===== src/rtl/hazard3_apb_dma.sv =====
// hazard3_apb_dma: APB-programmed single-channel memory-copy engine driving one non-bursting AHB5 master.
// Define HAZARD3_DMA_FILL_EN to add CSR.FILL and PATTERN (constant-pattern fill, write-only transfers).
module hazard3_apb_dma #(
    parameter int W_ADDR = 32,
    parameter int W_DATA = 32
) (
    input  logic              clk,
    input  logic              rst_n,
    output logic [W_ADDR-1:0] haddr,
    output logic              hwrite,
    output logic [1:0]        htrans,
    output logic [2:0]        hsize,
    output logic [2:0]        hburst,
    output logic [3:0]        hprot,
    output logic              hmastlock,
    output logic              hexcl,
    input  logic              hready,
    input  logic              hresp,
    output logic [W_DATA-1:0] hwdata,
    input  logic [W_DATA-1:0] hrdata,
    input  logic              psel,
    input  logic              penable,
    input  logic              pwrite,
    input  logic [15:0]       paddr,
    input  logic [31:0]       pwdata,
    output logic [31:0]       prdata,
    output logic              pready,
    output logic              pslverr,
    output logic              irq
);

    localparam logic [1:0] HTRANS_IDLE   = 2'b00;
    localparam logic [1:0] HTRANS_NONSEQ = 2'b10;

    localparam logic [2:0] REG_CSR     = 3'd0;
    localparam logic [2:0] REG_SRC     = 3'd1;
    localparam logic [2:0] REG_DST     = 3'd2;
    localparam logic [2:0] REG_COUNT   = 3'd3;
    localparam logic [2:0] REG_PATTERN = 3'd4;

    typedef enum logic [2:0] {
        S_IDLE,
        S_RD_A,
        S_RD_D,
        S_WR_A,
        S_WR_D
    } state_t;

    state_t r_state;
    state_t w_state_nxt;

    logic [W_ADDR-1:0] r_src;
    logic [W_ADDR-1:0] r_dst;
    logic [15:0]       r_count;
    logic              r_irq_en;
    logic              r_done;
    logic              r_err;
    logic              r_abort;
    logic [W_DATA-1:0] r_buf;
    logic [W_DATA-1:0] r_hwdata;

    logic              w_apb_wr;
    logic              w_csr_wr;
    logic              w_busy;
    logic              w_start;
    logic              w_go;
    logic              w_zero_done;
    logic              w_fill;
    logic [31:0]       w_pattern;
    logic              w_latch_rd;
    logic              w_load_wd;
    logic              w_word_done;
    logic              w_set_done;
    logic              w_set_err;
    logic [1:0]        w_htrans;
    logic              w_hwrite;
    logic [W_ADDR-1:0] w_haddr;
    logic [31:0]       w_rdata;
    logic              w_unused_paddr;

    assign w_apb_wr    = psel & penable & pwrite;
    assign w_csr_wr    = w_apb_wr & (paddr[4:2] == REG_CSR);
    assign w_busy      = (r_state != S_IDLE);
    assign w_start     = w_csr_wr & pwdata[0] & ~w_busy;
    assign w_go        = w_start & (r_count != 16'd0);
    assign w_zero_done = w_start & (r_count == 16'd0);
    assign w_unused_paddr = &{1'b0, paddr[15:5], paddr[1:0]};

`ifdef HAZARD3_DMA_FILL_EN
    logic        r_fill;
    logic [31:0] r_pattern;

    always_ff @(posedge clk or negedge rst_n) begin
        if (!rst_n) begin
            r_fill    <= 1'b0;
            r_pattern <= '0;
        end else begin
            if (w_csr_wr) begin
                r_fill <= pwdata[6];
            end
            if (w_apb_wr && (paddr[4:2] == REG_PATTERN)) begin
                r_pattern <= pwdata;
            end
        end
    end

    assign w_fill    = r_fill;
    assign w_pattern = r_pattern;
`else
    assign w_fill    = 1'b0;
    assign w_pattern = '0;
`endif

    always_ff @(posedge clk or negedge rst_n) begin
        if (!rst_n) begin
            r_state <= S_IDLE;
        end else begin
            r_state <= w_state_nxt;
        end
    end

    // Address phase is driven only in *_A states; data phases leave the bus IDLE.
    always_comb begin
        w_state_nxt = r_state;
        w_htrans    = HTRANS_IDLE;
        w_hwrite    = 1'b0;
        w_haddr     = '0;
        w_latch_rd  = 1'b0;
        w_load_wd   = 1'b0;
        w_word_done = 1'b0;
        w_set_done  = 1'b0;
        w_set_err   = 1'b0;
        case (r_state)
            S_IDLE: begin
                if (w_go) begin
                    w_state_nxt = w_fill ? S_WR_A : S_RD_A;
                end
            end
            S_RD_A: begin
                w_htrans = HTRANS_NONSEQ;
                w_haddr  = r_src;
                if (hready) begin
                    w_state_nxt = S_RD_D;
                end
            end
            S_RD_D: begin
                if (hready) begin
                    w_latch_rd  = 1'b1;
                    w_state_nxt = S_WR_A;
                end else if (hresp) begin
                    w_set_err   = 1'b1;
                    w_state_nxt = S_IDLE;
                end
            end
            S_WR_A: begin
                w_htrans = HTRANS_NONSEQ;
                w_hwrite = 1'b1;
                w_haddr  = r_dst;
                if (hready) begin
                    w_load_wd   = 1'b1;
                    w_state_nxt = S_WR_D;
                end
            end
            S_WR_D: begin
                if (hready) begin
                    w_word_done = 1'b1;
                    if (r_count == 16'd1) begin
                        w_set_done  = 1'b1;
                        w_state_nxt = S_IDLE;
                    end else if (r_abort) begin
                        w_state_nxt = S_IDLE;
                    end else begin
                        w_state_nxt = w_fill ? S_WR_A : S_RD_A;
                    end
                end else if (hresp) begin
                    w_set_err   = 1'b1;
                    w_state_nxt = S_IDLE;
                end
            end
            default: begin
                w_state_nxt = S_IDLE;
            end
        endcase
    end

    always_ff @(posedge clk or negedge rst_n) begin
        if (!rst_n) begin
            r_src    <= '0;
            r_dst    <= '0;
            r_count  <= '0;
            r_irq_en <= 1'b0;
            r_done   <= 1'b0;
            r_err    <= 1'b0;
            r_abort  <= 1'b0;
            r_buf    <= '0;
            r_hwdata <= '0;
        end else begin
            if (w_apb_wr && !w_busy) begin
                case (paddr[4:2])
                    REG_SRC:   r_src   <= {pwdata[W_ADDR-1:2], 2'b00};
                    REG_DST:   r_dst   <= {pwdata[W_ADDR-1:2], 2'b00};
                    REG_COUNT: r_count <= pwdata[15:0];
                    default:   ;
                endcase
            end
            if (w_word_done) begin
                r_src   <= w_fill ? r_src : r_src + W_ADDR'(4);
                r_dst   <= r_dst + W_ADDR'(4);
                r_count <= r_count - 16'd1;
            end
            if (w_latch_rd) begin
                r_buf <= hrdata;
            end
            if (w_load_wd) begin
                r_hwdata <= w_fill ? W_DATA'(w_pattern) : r_buf;
            end
            if (w_csr_wr) begin
                r_irq_en <= pwdata[4];
                if (pwdata[2]) r_done <= 1'b0;
                if (pwdata[3]) r_err  <= 1'b0;
            end
            // Hardware set follows the W1C so a same-cycle completion is never lost.
            if (w_go) begin
                r_done <= 1'b0;
                r_err  <= 1'b0;
            end
            if (w_set_done || w_zero_done) r_done <= 1'b1;
            if (w_set_err) r_err <= 1'b1;
            if (w_csr_wr && pwdata[5] && w_busy) r_abort <= 1'b1;
            if (w_state_nxt == S_IDLE) r_abort <= 1'b0;
        end
    end

    always_comb begin
        w_rdata = '0;
        if (psel && !pwrite) begin
            case (paddr[4:2])
                REG_CSR:     w_rdata = {25'd0, w_fill, 1'b0, r_irq_en, r_err, r_done, w_busy, 1'b0};
                REG_SRC:     w_rdata = 32'(r_src);
                REG_DST:     w_rdata = 32'(r_dst);
                REG_COUNT:   w_rdata = {16'd0, r_count};
                REG_PATTERN: w_rdata = w_pattern;
                default:     w_rdata = '0;
            endcase
        end
    end

    assign prdata    = w_rdata;
    assign pready    = 1'b1;
    assign pslverr   = w_apb_wr & w_busy &
                       ((paddr[4:2] == REG_SRC) | (paddr[4:2] == REG_DST) | (paddr[4:2] == REG_COUNT));
    assign irq       = r_irq_en & (r_done | r_err);

    assign haddr     = w_haddr;
    assign hwrite    = w_hwrite;
    assign htrans    = w_htrans;
    assign hwdata    = r_hwdata;
    assign hsize     = 3'd2;
    assign hburst    = 3'd0;
    assign hprot     = 4'b0011;
    assign hmastlock = 1'b0;
    assign hexcl     = 1'b0;

endmodule


===== config.mk =====
export PLATFORM = sky130hd
export DESIGN_NAME = hazard3_apb_dma
export DESIGN_NICKNAME = d
export VERILOG_FILES = /design/src/rtl/hazard3_apb_dma.sv
export SDC_FILE = /design/constraint.sdc
export NUM_CORES = 1
export LEC_CHECK = 0
export CORE_MARGIN = 4
export CORE_UTILIZATION = 55
export DETAILED_ROUTE_END_ITERATION = 10
export DONT_BUFFER_PORTS = 1
export GPL_ROUTABILITY_DRIVEN = 0
export PLACE_DENSITY = 0.73
export SLEW_MARGIN = 40
export SYNTH_ARGS = -nofsm -noshare
export SYNTH_HDL_FRONTEND = slang
export SYNTH_SLANG_ARGS = --single-unit
export TNS_END_PERCENT = 20

===== constraint.sdc =====
create_clock -name clk -period 2.1 [get_ports clk]
set_clock_uncertainty 0.05 [all_clocks]
set_input_delay 0.105 -clock clk [delete_from_list [all_inputs] [get_ports clk]]
set_output_delay 0.105 -clock clk [all_outputs]
set_load 0.1 [all_outputs]

# Word level (Yosys, flattened, before mapping)
# Index checks and enable logic that the tools add are counted.
[totals]
ff_bits = 151
input_bits = 87
output_inout_bits = 114
word_cells = 107
[op_classes]
addsub = 3
eq_ne = 8
mux = 43
bitwise = 14
n_reduce_logical = 29
[ops]
columns = ["operator", "count"]
rows = [
  ["2-to-1 mux 32 bit", 7],
  ["one-hot mux 32 bit (4 select lines)", 1],
  ["adder 32 x 3 -> 32 bit (second input constant)", 2],
  ["one-hot mux 32 bit (2 select lines)", 1],
  ["2-to-1 mux 16 bit", 3],
  ["2-to-1 mux 1 bit", 23],
  ["2-to-1 mux 3 bit", 6],
  ["== test 16 x 1 -> 1 bit (second input constant)", 1],
  ["logical NOT 16 bit", 1],
  ["nonzero test 16 bit", 1],
  ["subtractor 16 x 1 -> 16 bit (second input constant)", 1],
  ["one-hot mux 3 bit (5 select lines)", 1],
  ["nonzero test 3 bit", 5],
  ["== test 3 x 2 -> 1 bit (second input constant)", 4],
  ["AND 1 bit", 10],
  ["AND reduction 2 bit", 5],
  ["nonzero test 2 bit", 5],
  ["logical NOT 3 bit", 3],
  ["== test 3 x 1 -> 1 bit (second input constant)", 2],
  ["logical AND 1 bit", 4],
  ["OR reduction 2 bit", 2],
  ["== test 3 bit (second input constant)", 1],
  ["OR 1 bit", 3],
  ["logical NOT 1 bit", 2],
  ["3 further kinds", 3],
]

# Longest topological paths before layout
[depth]
ltp_word = 10
ltp_mapped = 8
mapped_depth_nobuf = 7

# Worst setup path before layout
# No wires, ideal clock.
[synth_timing]
kind = "input to output"
from = "input paddr[2]"
to = "output pslverr"
arrival_ns = 3.527
required_ns = 1.945
path_slack_ns = -1.582
cell_stages = 3
cell_sequence = "clkbuf_1 > nor2_1 > nor4_1"
[synth_between]
elab_chain_cells = 4
[synth_lines]
columns = ["item", "line_no", "text"]
rows = [
  ["start, declared", "24", "input logic [15:0] paddr,"],
  ["== test 3 x 1 -> 1 bit or == test 3 x 2 -> 1 bit (tied branches)", "251", "((paddr[4:2] == REG_SRC) | (paddr[4:2] == REG_DST) | (paddr[4:2] == REG_COUNT));"],
  ["OR 1 bit", "251", ""],
  ["OR 1 bit *", "251", ""],
  ["AND 1 bit *", "250", "assign pslverr = w_apb_wr & w_busy &"],
  ["end, declared", "28", "output logic pslverr,"],
]
# Mark *: on every way between the ends. The rest lies on a longest branch, timed or not.

# Worst setup path after layout
[layout_timing]
from = "register r_state[1]"
to = "register r_dst[23]"
[layout_between]
elab_chain_cells = 5
[layout_lines]
columns = ["item", "line_no", "text"]
rows = [
  ["start, declared", "49", "state_t r_state;"],
  ["start signal, assigned", "118", "r_state <= w_state_nxt;"],
  ["nonzero test 3 bit", "83", "assign w_busy = (r_state != S_IDLE);"],
  ["logical NOT 1 bit", "198", "if (w_apb_wr && !w_busy) begin"],
  ["logical AND 1 bit", "198", ""],
  ["nonzero test 2 bit (no line)", "--", ""],
  ["AND reduction 2 bit (no line)", "--", ""],
  ["end signal, assigned", "201", "REG_DST: r_dst <= {pwdata[W_ADDR-1:2], 2'b00};"],
  ["end signal, assigned", "208", "r_dst <= r_dst + W_ADDR'(4);"],
  ["end, declared", "53", "logic [W_ADDR-1:0] r_dst;"],
]
# Several ways; a longest one is shown, not always the timed one.
# A chain may end at the register's enable or synchronous reset.

==> impl_summary.txt <==
----------------------------------------------------
[Layout]
  # fillers ... 791
  Proportion of layout cells with a drive suffix above 1 ... 37.2%
  Relative area change from synthesis to final layout ... 44.1%
  Footprint of the multi-input gates ... 4650 um2
  Ant. Diodes ... 0
  Final net count ... 1177
  Post-route cell area ... 12000 um2
  Sequential standard cell area ... 3680 um2
  Post-route core utilization ... 81.8%

[Routing]
  Final wirelength ... 27.8 mm
  Drt first pass iters ... 6
  Avg WL per Cell ... 21.7 um
  Post-route antenna net violation count ... 0
  Total via count after detailed routing ... 8345
  Mean number of vias per cell ... 6.51
  Total DRC errors in the routed layout ... 0
  Starting DRC count in detailed routing ... 907

[Timing]
  Transition at the pin with the smallest max-transition slack ... 0.677 ns
  Setup repair after global routing missed its margin ... true
  Relative slew slack ... 54.9%
  Hold violation total from the final report ... 147
  Fraction of the cycle the final worst path needs ... 100%
  Fin crit period ... 2.10 ns
  Count of pins over their slew limit ... 0
  Final number of setup-violating endpoints ... 1
  Smallest hold slack ... -0.680 ns
  Setup TNS ... -0.00287 ns
  Highest attainable clock frequency ... 0.476 GHz
  Setup WS post-layout ... -0.00287 ns

[Power]
  Power Total ... 18.0 mW
  PwrDens ... 1490 nW/um2
  Static Leak ... 5.09 nW
  Highest ir drop seen on vdd ... 1.27 mV

[CTS]
  CTS Hold Bufs ... 69
  Clock slew at reported path FFs ... 0.06 ns
  Total CTS buffers ... 17
  Clock tree buffer depth ... 2
  Insertion delay of the later-clocked pin in the worst-skew pair ... 0.43 ns
  Buffer cell driving the clock tree root ... clkbuf_16
  TritonCTS clock tree ... built
  Number of clock sinks ... 147
  Deepest level of the CTS H-tree ... 4

[Critical path]
  Maximum fanout encountered on the critical timing path ... 5
  Worst endpoint required time ... 2.36 ns
  CP endpoint kind ... register
  Data arrival, critical path ... 2.36 ns
  Worst Setup Start Kind ... register
  Critical path class ... reg -> reg

[Hold path]
  Hold WC Path Type ... in -> async

[Die]
  Site Rows ... 44
  Effective utilization at floorplan ... 56.8%
  Overall die height ... 131 um
  Core area ... 14700 um2
  Total die area ... 17200 um2
  Number of placed I/O pins ... 201
  Die Width ... 131 um

[Placement]
  Area after DPL ... 10600 um2
  Half-perimeter wire length after placement ... 18.5 mm
  Buffers on Ports ... 0

[Synthesis]
  Count of warnings emitted by yosys ... 0
  Number of cells produced by synthesis ... 861
  Register area share after synthesis ... 44.1%
  Post-synthesis async set-or-reset flop share ... 100%
  Average instance area after synthesis ... 9.69 um2
  Netlist area before placement ... 8340 um2
  Number of distinct library cells after synthesis ... 70
  EDFF count, synth ... 0
  Post-synth top flop ... dfrtp_1
  Seq cells post-synth ... 147

[Status]
  Violations in the final reports ... hold timing, setup timing
  Result of the run ... finished, violations left

[Global route]
  First-pass GRT wire length ... 44.4 mm
  Maximum number of pins on one net before global-route repair ... 148
  All-Layer GR Usage ... 31.7%
  Number of antenna violations at the first check in global routing ... 0
  Total global routing overflow ... 0
  Number of global-route vias before repair ... 8497

[Flow run]
  Max-cap violations ... 0

----------------------------------------------------
==> cell usage after synthesis, drive strengths merged (5+ instances only) <==
cell type | n | area, um2
a211oi | 33 | 248
a21oi | 16 | 80.1
a22oi | 29 | 218
a311oi | 16 | 140
and3 | 23 | 144
buf | 43 | 254
clkbuf | 30 | 115
dfrtp | 147 | 3680
inv | 7 | 26.3
mux2 | 75 | 845
mux2i | 33 | 330
nand2 | 66 | 248
nand2b | 7 | 43.8
nand3 | 35 | 180
nand4 | 8 | 56.3
nor2 | 135 | 509
nor3 | 33 | 180
nor4 | 11 | 111
o211ai | 6 | 45.0
o21ai | 20 | 100
o22ai | 7 | 43.8
o32ai | 5 | 43.8
or3 | 7 | 58.8
or4 | 5 | 45.0
xor2 | 5 | 43.8
==> registers in the layout, summed over array words and instances (netlist names) <==
| name | cells |
|---|---|
| hwdata | 32 |
| r_abort | 1 |
| r_buf | 32 |
| r_count | 16 |
| r_done | 1 |
| r_dst | 30 |
| r_err | 1 |
| r_irq_en | 1 |
| r_src | 30 |
| r_state | 3 |
==> per-stage QoR <==
stage / setup WS (ns) / cells
after floorplan: -0.431 / 875
after global placement: 0.0262 / 1182
after detailed placement: -0.0826 / 1182
after CTS: 0.0217 / 1282
after global routing: -0.0651 / 1282
final: -0.00287 / 1282
==> report_power, final <==
part	internal, mW	leakage, nW	total (mW)	switching [mW]
registers	4.11	1.83	5.43	1.32
logic	3.32	2.97	9.34	6.02
clock network	1.98	0.288	3.20	1.22
total	9.41	5.09	18.0	8.56
==> routing by layer <==
layer  routed length, um  vias to the layer above  global-route usage (%)
met5                   0                        -                       0
met4                1340                        0                    16.2
met3                2820                      141                    9.33
met2               13700                      585                    54.1
met1                9950                     4020                    36.3
li1                    -                     3599                       -
==> path summary, 6_finish.rpt <==
| path | start | endpoint | slack, ns | depth (start not counted) |
|---|---|---|---|---|
| max | r_state[1] | r_dst[23] | -0.003 | 6 |
| min | rst_n | r_count[10] | -0.68 | 0 |
| max reg2reg | r_state[1] | r_dst[23] | -0.003 | 6 |
| min reg2reg | r_buf[8] | r_buf[8] | 0.45 | 1 |
| max in group asynchronous | rst_n | r_state[1] | 2.41 | 0 |
| min in group clk | hready | r_err | 0.07 | 3 |
==> cell families (layout without fill, tap and decap cells) <==
logic type	Yosys count	count (layout)	share of synthesized area (%)
AND/OR/NAND/NOR	347	347	20.6
AO/OA/AOI/OAI	162	162	14.1
flip-flops	147	147	44.1
multiplexers	111	111	14.9
buffers and inverters	80	303	4.74
XOR/XNOR	8	8	0.840
adder cells (fa/ha/maj)	4	4	0.600
other	2	16	0.0900
==> critical path, stage by stage, from the launching register on <==
cell	delay (ns)
dfrtp_2	0.44
nand4bb_4	0.29
or3_4	0.44
buf_4	0.17
nor3_1	0.24
nor3_1	0.10
a211oi_1	0.27
==> cell type report <==
type,instances,share of cell area [%]
Tap cell,184,1.92
Clock buffer,18,3.57
Sequential cell,147,30.6
Inverter,7,0.219
Clock inverter,13,1.55
Timing Repair Buffer,265,23.5
Multi-Input combinational cell,648,38.7
==> cell usage in the layout (no fill, tap or decap), types with 10 or more instances in the layout <==
| cell | Yosys | routed |
|---|---|---|
| mux2i_1 | 33 | 33 |
| mux2_2 | 75 | 75 |
| nor2_2 | 1 | 49 |
| dlygate4sd3_1 | 0 | 69 |
| nand2_1 | 66 | 65 |
| buf_4 | 17 | 142 |
| buf_12 | 0 | 52 |
| nor2_4 | 0 | 10 |
| nor3_1 | 30 | 26 |
| clkbuf_16 | 0 | 17 |
| nand3_1 | 34 | 30 |
| a21oi_1 | 16 | 15 |
| and3_1 | 23 | 23 |
| o21ai_0 | 18 | 18 |
| conb_1 | 2 | 16 |
| nor2_1 | 134 | 76 |
| a22oi_1 | 29 | 29 |
| dfrtp_1 | 147 | 145 |
| a311oi_1 | 16 | 16 |
| a211oi_1 | 33 | 33 |
==> timing repair <==
action                                 4_1_cts  5_1_grt
pin swaps                                    0        4
setup endpoints to repair                    7       29
gates resized for setup                      6       16
cloned                                       0        0
endpoints found under the hold margin      262      147
setup buffers                                0        0
No activity file was read; power rests on OpenSTA's default activity.
